==> src/rtl/motor_ramp_pkg.sv <==
// Shared types and constants for the dual-channel motor duty ramp controller.
package motor_ramp_pkg;

    localparam int DUTY_W = 11;

    typedef enum logic [1:0] {
        CH_HOLD,
        CH_SLEW,
        CH_DWELL
    } chan_state_e;

    typedef enum logic {
        TOP_RUN,
        TOP_ESTOP
    } top_state_e;

endpackage

==> src/rtl/motor_ramp_chan.sv <==
// One duty channel: slews its output toward the target in bounded steps per tick,
// passing through 0 and dwelling there before any sign reversal.
module motor_ramp_chan
    import motor_ramp_pkg::*;
#(
    parameter int STEP        = 8,
    parameter int DWELL_TICKS = 16
) (
    input  logic              clk,
    input  logic              rst,
    input  logic              tick,
    input  logic              clear,
    input  logic [DUTY_W-1:0] target,
    output logic [DUTY_W-1:0] duty
);

    localparam int AW = DUTY_W + 1;
    localparam int DW = $clog2(DWELL_TICKS + 1);
    localparam logic signed [AW-1:0] STEP_W = AW'(STEP);
    localparam logic signed [AW-1:0] ZERO_W = '0;

    chan_state_e       state_q, state_d;
    logic [DUTY_W-1:0] duty_q, duty_d;
    logic [DW-1:0]     dwell_q, dwell_d;
    logic              pre_neg_q, pre_neg_d;

    logic signed [AW-1:0] out_w, tgt_w, diff_w, mag_w, step_w, next_w;
    logic                 opposite;

    // With an opposite-sign target the effective goal is 0, so one datapath covers both cases.
    always_comb begin
        out_w    = {duty_q[DUTY_W-1], duty_q};
        tgt_w    = {target[DUTY_W-1], target};
        opposite = ((out_w > ZERO_W) && (tgt_w < ZERO_W)) ||
                   ((out_w < ZERO_W) && (tgt_w > ZERO_W));
        diff_w   = opposite ? (ZERO_W - out_w) : (tgt_w - out_w);
        mag_w    = (diff_w < ZERO_W) ? (ZERO_W - diff_w) : diff_w;
        step_w   = (mag_w > STEP_W) ? STEP_W : mag_w;
        next_w   = (diff_w < ZERO_W) ? (out_w - step_w) : (out_w + step_w);
    end

    always_ff @(posedge clk or posedge rst) begin
        if (rst) begin
            state_q   <= CH_HOLD;
            duty_q    <= '0;
            dwell_q   <= '0;
            pre_neg_q <= 1'b0;
        end else begin
            state_q   <= state_d;
            duty_q    <= duty_d;
            dwell_q   <= dwell_d;
            pre_neg_q <= pre_neg_d;
        end
    end

    always_comb begin
        state_d = state_q;
        unique case (state_q)
            CH_HOLD: begin
                if (tgt_w != out_w) state_d = CH_SLEW;
            end
            CH_SLEW: begin
                if (tgt_w == out_w)                               state_d = CH_HOLD;
                else if (tick && (next_w == tgt_w))               state_d = CH_HOLD;
                else if (tick && opposite && (next_w == ZERO_W))  state_d = CH_DWELL;
            end
            CH_DWELL: begin
                if (tgt_w == ZERO_W)                           state_d = CH_HOLD;
                else if ((tgt_w < ZERO_W) == pre_neg_q)        state_d = CH_SLEW;
                else if (dwell_q == '0)                        state_d = CH_SLEW;
            end
            default: state_d = CH_HOLD;
        endcase
        if (clear) state_d = CH_HOLD;
    end

    // pre_neg remembers which side we came from so a return to that side can skip the dwell.
    always_comb begin
        duty_d    = duty_q;
        dwell_d   = dwell_q;
        pre_neg_d = pre_neg_q;
        case (state_q)
            CH_SLEW: begin
                if (tick) begin
                    duty_d = next_w[DUTY_W-1:0];
                    if (opposite && (next_w == ZERO_W)) begin
                        dwell_d   = DW'(DWELL_TICKS);
                        pre_neg_d = (out_w < ZERO_W);
                    end
                end
            end
            CH_DWELL: begin
                if (state_d != CH_DWELL) dwell_d = '0;
                else if (tick)           dwell_d = dwell_q - 1'b1;
            end
            default: ;
        endcase
        if (clear) begin
            duty_d    = '0;
            dwell_d   = '0;
            pre_neg_d = 1'b0;
        end
    end

    assign duty = duty_q;

endmodule

==> src/rtl/motor_ramp_ctrl.sv <==
// Top of the motor duty ramp controller: tick divider, target handshake,
// emergency-stop FSM and two ramp channels.
module motor_ramp_ctrl
    import motor_ramp_pkg::*;
#(
    parameter int TICK_DIV    = 1024,
    parameter int STEP        = 8,
    parameter int DWELL_TICKS = 16
) (
    input  logic              clk,
    input  logic              rst,
    input  logic              cmd_vld,
    output logic              cmd_rdy,
    input  logic [DUTY_W-1:0] cmd_lft,
    input  logic [DUTY_W-1:0] cmd_rht,
    input  logic              estop,
    output logic [DUTY_W-1:0] lft,
    output logic [DUTY_W-1:0] rht,
    output logic              at_target,
    output logic              busy
);

    localparam int CW = $clog2(TICK_DIV);

    logic [CW-1:0]     tick_cnt;
    logic              tick;
    top_state_e        state_q, state_d;
    logic [DUTY_W-1:0] tgt_lft, tgt_rht;
    logic              accept;

    assign tick = (tick_cnt == CW'(TICK_DIV - 1));

    always_ff @(posedge clk or posedge rst) begin
        if (rst)       tick_cnt <= '0;
        else if (tick) tick_cnt <= '0;
        else           tick_cnt <= tick_cnt + 1'b1;
    end

    always_ff @(posedge clk or posedge rst) begin
        if (rst) state_q <= TOP_RUN;
        else     state_q <= state_d;
    end

    always_comb begin
        state_d = estop ? TOP_ESTOP : TOP_RUN;
    end

    always_comb begin
        cmd_rdy   = (state_q == TOP_RUN);
        at_target = (lft == tgt_lft) && (rht == tgt_rht);
        busy      = !at_target || (state_q == TOP_ESTOP);
    end

    // A handshake that coincides with estop is swallowed; estop wins over any new target.
    assign accept = cmd_vld && cmd_rdy && !estop;

    always_ff @(posedge clk or posedge rst) begin
        if (rst) begin
            tgt_lft <= '0;
            tgt_rht <= '0;
        end else if (estop) begin
            tgt_lft <= '0;
            tgt_rht <= '0;
        end else if (accept) begin
            tgt_lft <= cmd_lft;
            tgt_rht <= cmd_rht;
        end
    end

    motor_ramp_chan #(
        .STEP        (STEP),
        .DWELL_TICKS (DWELL_TICKS)
    ) u_chan_lft (
        .clk    (clk),
        .rst    (rst),
        .tick   (tick),
        .clear  (estop),
        .target (tgt_lft),
        .duty   (lft)
    );

    motor_ramp_chan #(
        .STEP        (STEP),
        .DWELL_TICKS (DWELL_TICKS)
    ) u_chan_rht (
        .clk    (clk),
        .rst    (rst),
        .tick   (tick),
        .clear  (estop),
        .target (tgt_rht),
        .duty   (rht)
    );

endmodule
==> config.mk <==
export PLATFORM = sky130hd
export DESIGN_NAME = motor_ramp_ctrl
export DESIGN_NICKNAME = d
export VERILOG_FILES = /design/src/rtl/motor_ramp_pkg.sv /design/src/rtl/motor_ramp_chan.sv /design/src/rtl/motor_ramp_ctrl.sv
export SDC_FILE = /design/constraint.sdc
export NUM_CORES = 1
export LEC_CHECK = 0
export BUFFER_PORTS_ARGS = -buffer_cell sky130_fd_sc_hd__buf_2
export CAP_MARGIN = 20
export CORE_ASPECT_RATIO = 1.2
export CORE_MARGIN = 2
export CORE_UTILIZATION = 25
export DETAILED_ROUTE_END_ITERATION = 12
export PLACE_DENSITY = 0.5
export SYNTH_ARGS = -nofsm -noshare
export SYNTH_HDL_FRONTEND = slang
export SYNTH_SLANG_ARGS = --single-unit
export TNS_END_PERCENT = 30
==> constraint.sdc <==
create_clock -name clk -period 12.9 [get_ports clk]
set_input_delay 0.645 -clock clk [delete_from_list [all_inputs] [get_ports clk]]
set_output_delay 0.645 -clock clk [all_outputs]
set_load 0.05 [all_outputs]
==> results of run 1 <==
[synth_stat cells, types with 5 or more instances]
library cell,n,area [µm²]
nand2_1,91,341.6
nor2_1,89,334.1
dfrtp_1,71,1777
a21oi_1,67,335.3
xnor2_1,63,551.8
ha_1,53,663.1
inv_1,50,187.7
nor3_1,39,195.2
o21ai_0,38,190.2
clkbuf_1,34,127.6
nand3_1,31,155.2
xor2_1,29,254.0
nand2b_1,24,150.1
a22o_1,23,201.4
a31oi_1,22,137.6
or3_1,20,125.1
and2_1,18,112.6
nand4_1,18,112.6
a211oi_1,14,105.1
a21o_1,13,97.59
nor4_1,13,81.33
o31ai_1,13,97.59
mux2i_1,12,120.1
o211ai_1,11,82.58
and3_1,10,62.56
nor2b_1,10,62.56
or4_1,8,60.06
o21a_1,7,52.55
o21bai_1,7,52.55
nand3b_1,6,45.04
o21ai_1,6,30.03
o221ai_1,6,52.55
o31a_1,6,52.55
nor3b_1,5,37.54
[state kept, by name, indices dropped and copies added, names as in the netlist]
| name | count |
|---|---|
| u_chan_lft.dwell_q | 5 |
| u_chan_rht.state_q | 2 |
| u_chan_rht.dwell_q | 5 |
| u_chan_lft.duty | 11 |
| u_chan_rht.pre_neg_q | 1 |
| u_chan_rht.duty | 11 |
| tick_cnt | 10 |
| tgt_lft | 11 |
| state_q | 1 |
| u_chan_lft.pre_neg_q | 1 |
| u_chan_lft.state_q | 2 |
| tgt_rht | 11 |
[cells by family after synthesis]
kind of cell	Yosys count	share of synthesized area [%]
buffers and inverters	89	4.357
XOR/XNOR	92	10.13
AND/OR/NAND/NOR	408	26.48
adder cells (fa/ha/maj)	57	9.344
flip-flops	71	22.34
AO/OA/AOI/OAI	287	25.22
multiplexers	16	2.139
[cells in the final DEF (no fill, tap or decap), drive strengths merged, types with 16 or more instances in the layout]
master  count
ha         53
inv        50
a22o       23
nand2b     24
dfrtp      71
a21oi      68
buf        59
nor2       89
xnor2      63
and2       18
xor2       29
a31oi      22
o21ai      44
o31ai      16
nand3      31
or3        20
nand4      18
nand2      92
nor3       40
[worst reg2reg max path: cells and delay by family (launching register included)]
family | cells | cell delay, ps
DFF | 1 | 470
adders and majority gates | 4 | 1290
muxes | 1 | 350
AOI/OAI and AO/OA | 14 | 2800
xor gates and xnor gates | 1 | 310
buffers and inverters | 2 | 220
and+or+nand+nor | 12 | 2940
[power by group through the flow]
stage	registers [µW]	logic, µW	clock network, µW
2_1_floorplan	236	232	0
3_3_place_gp	240	306	0
3_5_place_dp	240	306	0
4_1_cts	236	308	283
5_1_grt	236	342	294
6_report	236	310	275
[final cells by class]
| type | instances | area [µm²] |
|---|---|---|
| multi-input cells | 860 | 5839 |
| repair buffers | 59 | 317.8 |
| inverters | 50 | 187.7 |
| flip-flops and latches | 71 | 1777 |
| fillers | 3405 | 22410 |
| well taps | 401 | 501.7 |
| clock inverters | 5 | 81.33 |
| clock buffers | 11 | 242.7 |
[how the worst min path moves through the flow]
stage,endpoint,slack [ps],cells past startpoint
2_1_floorplan,tick_cnt[4]$_DFF_PP0_,450,1
3_3_place_gp,tick_cnt[6]$_DFF_PP0_,470,1
3_5_place_dp,tick_cnt[4]$_DFF_PP0_,470,1
4_1_cts,tick_cnt[6]$_DFF_PP0_,480,1
5_1_grt,tick_cnt[6]$_DFF_PP0_,490,1
6_report,tick_cnt[4]$_DFF_PP0_,470,1
[routing by layer]
metal | vias up | wire length, µm
li1 | 3850 | -
met1 | 3867 | 11880
met2 | 225 | 12570
met3 | 46 | 1074
met4 | 0 | 633
met5 | - | 0
[per-stage QoR]
step           utilization [%]  cell area [µm²]  setup slack [ps]
6_report                 28.53             8947              4364
3_3_place_gp             27.50             8623              4474
4_1_cts                  28.53             8947              4402
3_5_place_dp             27.50             8623              4446
5_1_grt                  28.53             8947              3518
2_1_floorplan                -             7954              4830
==> run_results.csv, run 1 <==
group,metric,value,unit
synth,ys_seq_area_share,22.34,%
global_route,busiest_layer,"met2",
synth,avgSynthCellArea,7.798,µm²
setup_path,cp-startpoint,"u_chan_rht.duty[1]$_DFFE_PP0P_",
routing,drtIter0Drc,591,
synth,postSynthCellCount,1020,
synth,ys.flop_type,"dfrtp_1",
power_and_ir_drop,p_switching,302.2,µW
clock_network,cts_resized,0,
run_status,outcome,"complete, no violations",
die,dieWidth,166.8,µm
clock_network,cts_setup_buffers,0,
setup_path,crit_path_end,"u_chan_rht.dwell_q[2]$_DFFE_PP0P_",
global_route,grt_max_degree,72,
flow_run,cap_violations,0,
global_route,globalRouteMet1Util,20.26,%
routing,drt_first_pass_iters,5,
power_and_ir_drop,combPwrFrac,37.7,%
finish,insertedDiodeCount,0,
clock_network,hold_buffers,0,
routing,drt-wirelength-per-cell,17.96,µm
clock_network,clock-sinks,71,
synth,postSynth.asyncResetShare,100.0,%
clock_network,cts.clk_slew.worst_paths,60,ps
die,num_io_pins,51,
clock_network,clockBufferDepth,2,
setup_path,ff2ff_setup_slack,4360,ps
die,rows,71,
die,initial_utilization,25.36,%
setup_path,r2r_cells,34,
synth,ys_types,81,
setup_path,r2r_end,"u_chan_rht.dwell_q[2]$_DFFE_PP0P_",
clock_network,clock_tree.root_cell,"clkbuf_16",
routing,ant_nets,0,
timing,drv_slew,0,
setup_path,worstPathMaxFanout,11,
global_route,grt_antenna_before_repair,0,
setup_path,path_common_cell,"ha_1",
power_and_ir_drop,power,821.3,µW
finish,nets,1134,
setup_path,arrival,8740,ps
die,die_y,199.4,µm
power_and_ir_drop,p_per_area,91.79,mW/mm²
synth,synth_edf_count,0,
setup_path,setup.worst_path.start_class,"register",
power_and_ir_drop,switching_share,36.80,%
clock_network,cts_inserted_buffers,9,
routing,route.vias.total,7988,
die,dieArea,0.03326,mm²
global_route,grt_pass1_vias,7574,
timing,relSlewSlack,35.77,%
power_and_ir_drop,p_clk_share,33.5,%
die,core,0.03136,mm²
routing,drcViolationCount,0,
placed_design,dp.cells,1441,
routing,vias_per_cell,5.482,
timing,min_period,8536,ps
setup_path,crit_buf_inv,2,
setup_path,crit_path_max_incr_delay,510,ps
setup_path,required,13110,ps
setup_path,worstSetupPathType,"reg -> reg",
timing,rsz0062_at_grt,"false",
global_route,grt_usage,15.60,%
power_and_ir_drop,ir_drop,0.00006112,V
placed_design,gp_congestion,0.9182,
timing,hold_viol_final,0,
global_route,grtUsageMet3,1.723,%
global_route,grt-ovfl-total,0,
synth,ys_warn_count,0,
synth,synth_seq_cells,71,
setup_path,crit_family,"simple AND/OR/NAND/NOR gates",
placed_design,placement.io_buffers,50,
setup_path,crit_slowest_cell,"ha_1",
worst_hold_path,hold_start,"tick_cnt[4]$_DFF_PP0_",
routing,wirelength,26.16,mm
worst_hold_path,hp-class,"reg -> reg",
power_and_ir_drop,p_int,519.1,µW
timing,whs,474.3,ps
clock_network,cts_tree,"built",
power_and_ir_drop,p_leak,0.003923,µW
synth,syn_nets,1103,
finish,instances_no_fill,1457,
timing,setup_viol,0,
timing,fin_setup_tns,0,ps
timing,clock.fmax,117.2,MHz
global_route,grt_pass1_wl,41.81,mm
power_and_ir_drop,power_frac_seq,28.7,%
setup_path,reg2reg_from,"u_chan_rht.duty[1]$_DFFE_PP0P_",
timing,period_share,66.17,%
finish,drive_gt1_share,10.04,%
global_route,use_met2,26.98,%
clock_network,clk_latency,340,ps
synth,syn_area,0.007954,mm²
placed_design,dp_hpwl,20.26,mm
timing,fin_skew,6.761,ps
finish,syn_to_final_growth,12.49,%
setup_path,path_depth,34,
setup_path,end_kind,"register",
clock_network,htreeDepth,3,
timing,tightest_slew,963.4,ps
No activity file was read; power rests on OpenSTA's default activity.
==> run 2, diff against run 1 <==
- clock period: 12.9 -> 8.6 ns (I/O delays scaled with it)
==> run_results.csv, run 2 (same netlist as run 1, synthesis figures left out) <==
group,metric,value,unit
run_status,outcome,"complete, no violations",
clock_network,cts_inserted_buffers,9,
routing,dr_wl_met2,12.79,mm
timing,clock.fmax,126.4,MHz
setup_path,crit_path_max_incr_delay,670,ps
global_route,grt_antenna_before_repair,0,
clock_network,clock-sinks,71,
setup_path,end_kind,"register",
finish,instances_no_fill,1478,
routing,drt_first_pass_iters,5,
setup_path,worstPathMaxFanout,12,
power_and_ir_drop,power,1268,µW
routing,drcViolationCount,0,
power_and_ir_drop,p_per_area,138.8,mW/mm²
clock_network,clk_latency,340,ps
global_route,grt_pass1_wl,41.93,mm
die,dieArea,0.03326,mm²
global_route,grt-ovfl-total,0,
setup_path,arrival,8150,ps
timing,relSlewSlack,36.15,%
routing,top_layer,"met4",
setup_path,required,8840,ps
finish,final_common_cell,"nand2_1",
routing,drt-wirelength-per-cell,17.81,µm
die,initial_utilization,25.36,%
setup_path,setup.worst_path.start_class,"register",
timing,tightest_slew,957.7,ps
timing,min_period,7911,ps
timing,rsz0062_at_grt,"false",
timing,drv_slew,0,
clock_network,clockBufferDepth,2,
die,die_y,199.4,µm
placed_design,dp_hpwl,20.74,mm
finish,nets,1155,
finish,syn_to_final_growth,14.88,%
timing,fin_skew,7.539,ps
routing,wl_met3,831,µm
clock_network,cts.clk_slew.worst_paths,60,ps
routing,drt-met1-wl,11.90,mm
clock_network,clock_tree.root_cell,"clkbuf_16",
clock_network,hold_buffers,0,
die,rows,71,
finish,drive_gt1_share,12.07,%
placed_design,gp_congestion,0.8953,
power_and_ir_drop,p_leak,0.004036,µW
clock_network,htreeDepth,3,
timing,setup_viol,0,
placed_design,placement.io_buffers,50,
global_route,grt_usage,15.74,%
timing,period_share,91.98,%
setup_path,path_common_cell,"nor2_1",
die,core,0.03136,mm²
global_route,grt_max_degree,72,
routing,wirelength,26.33,mm
routing,drtIter0Drc,531,
global_route,grt_pass1_vias,7661,
placed_design,post_dp_cell_area,0.008781,mm²
worst_hold_path,hp-class,"in -> reg",
setup_path,crit_slowest_cell,"or4_1",
power_and_ir_drop,ir_drop,0.00006147,V
finish,most-common-layout-cells,"nand2_1 (91), nor2_1 (88), dfrtp_1 (71)",
finish,postLayoutCellArea,0.009138,mm²
timing,hold_viol_final,0,
timing,fin_setup_tns,0,ps
setup_path,worstSetupPathType,"reg -> reg",
clock_network,cts_tree,"built",
die,dieWidth,166.8,µm
die,num_io_pins,51,
finish,insertedDiodeCount,0,
routing,ant_nets,0,
flow_run,cap_violations,0,
routing,route.vias.total,7916,
routing,vias_per_cell,5.356,
timing,whs,304.7,ps
placed_design,dp.cells,1462,
run 2: cell count changes in the layout (fill, tap and decap cells not counted):
cell        previous run  this run
buf_4                  9        30
nor2_2                 0         1
clkinvlp_4             1         2
ha_2                   0         1
clkinv_4               1         0
bufinv_16              2         3
clkinv_2               1         0
o21ai_2                0         1
ha_1                  53        52
o21ai_1                6         5
nor2_1                89        88
run 2: metal layers:
metal | vias to the layer above | global-route usage (%)
met5 | - | 0
met4 | 0 | 5.683
met3 | 46 | 1.921
met2 | 159 | 27.36
met1 | 3825 | 20.06
li1 | 3886 | -
run 2: timing repair:
| item | 4_1_cts | 5_1_grt |
|---|---|---|
| buffers inserted | 0 | 0 |
| endpoints found under the setup margin | 0 | 5 |
| resized for setup | 0 | 3 |
| hold endpoints to repair | 0 | 0 |
run 2: power by group:
| part | internal (µW) | total, µW | switching (µW) |
|---|---|---|---|
| logic | 180 | 472 | 292 |
| registers | 341 | 353 | 11.5 |
| clock network | 291 | 443 | 152 |
| total | 813 | 1270 | 455 |
run 2: worst paths after layout:
check	start	end	slack, ps	cells after the start
max reg2reg	u_chan_lft.duty[6]$_DFFE_PP0P_	u_chan_lft.dwell_q[4]$_DFFE_PP0P_	690	35
min reg2reg	tick_cnt[4]$_DFF_PP0_	tick_cnt[4]$_DFF_PP0_	480	1
max	u_chan_lft.duty[6]$_DFFE_PP0P_	u_chan_lft.dwell_q[4]$_DFFE_PP0P_	690	35
max in group asynchronous	rst	u_chan_rht.dwell_q[0]$_DFFE_PP0P_	7600	3
min	cmd_lft[5]	tgt_lft[5]$_DFFE_PP0P_	300	2
min in group asynchronous	rst	tgt_lft[1]$_DFFE_PP0P_	370	3
run 2: cell type report:
class,instances,area (µm²)
multi-input cells,860,5848
repair buffers,80,475.5
flip-flops and latches,71,1777
fillers,3389,22220
inverters,50,187.7
clock inverters,5,105.1
clock buffers,11,242.7
well taps,401,501.7
run 2: critical path: cells and delay by family (launching register included):
kind,cells,cell delay (ps)
AOI/OAI and AO/OA,14,2710
adders and majority gates,3,920
buffers and inverters,3,330
DFF,1,490
and+or+nand+nor,15,3360
run 2: stage by stage:
| stage | setup WS, ps | util (%) |
|---|---|---|
| 3_5_place_dp | 538.5 | 28.00 |
| 5_1_grt | 45.20 | 29.14 |
| 6_report | 689.5 | 29.14 |
| 4_1_cts | 514.6 | 29.11 |
| 3_3_place_gp | 738.5 | 28.00 |
| 2_1_floorplan | 529.7 | - |
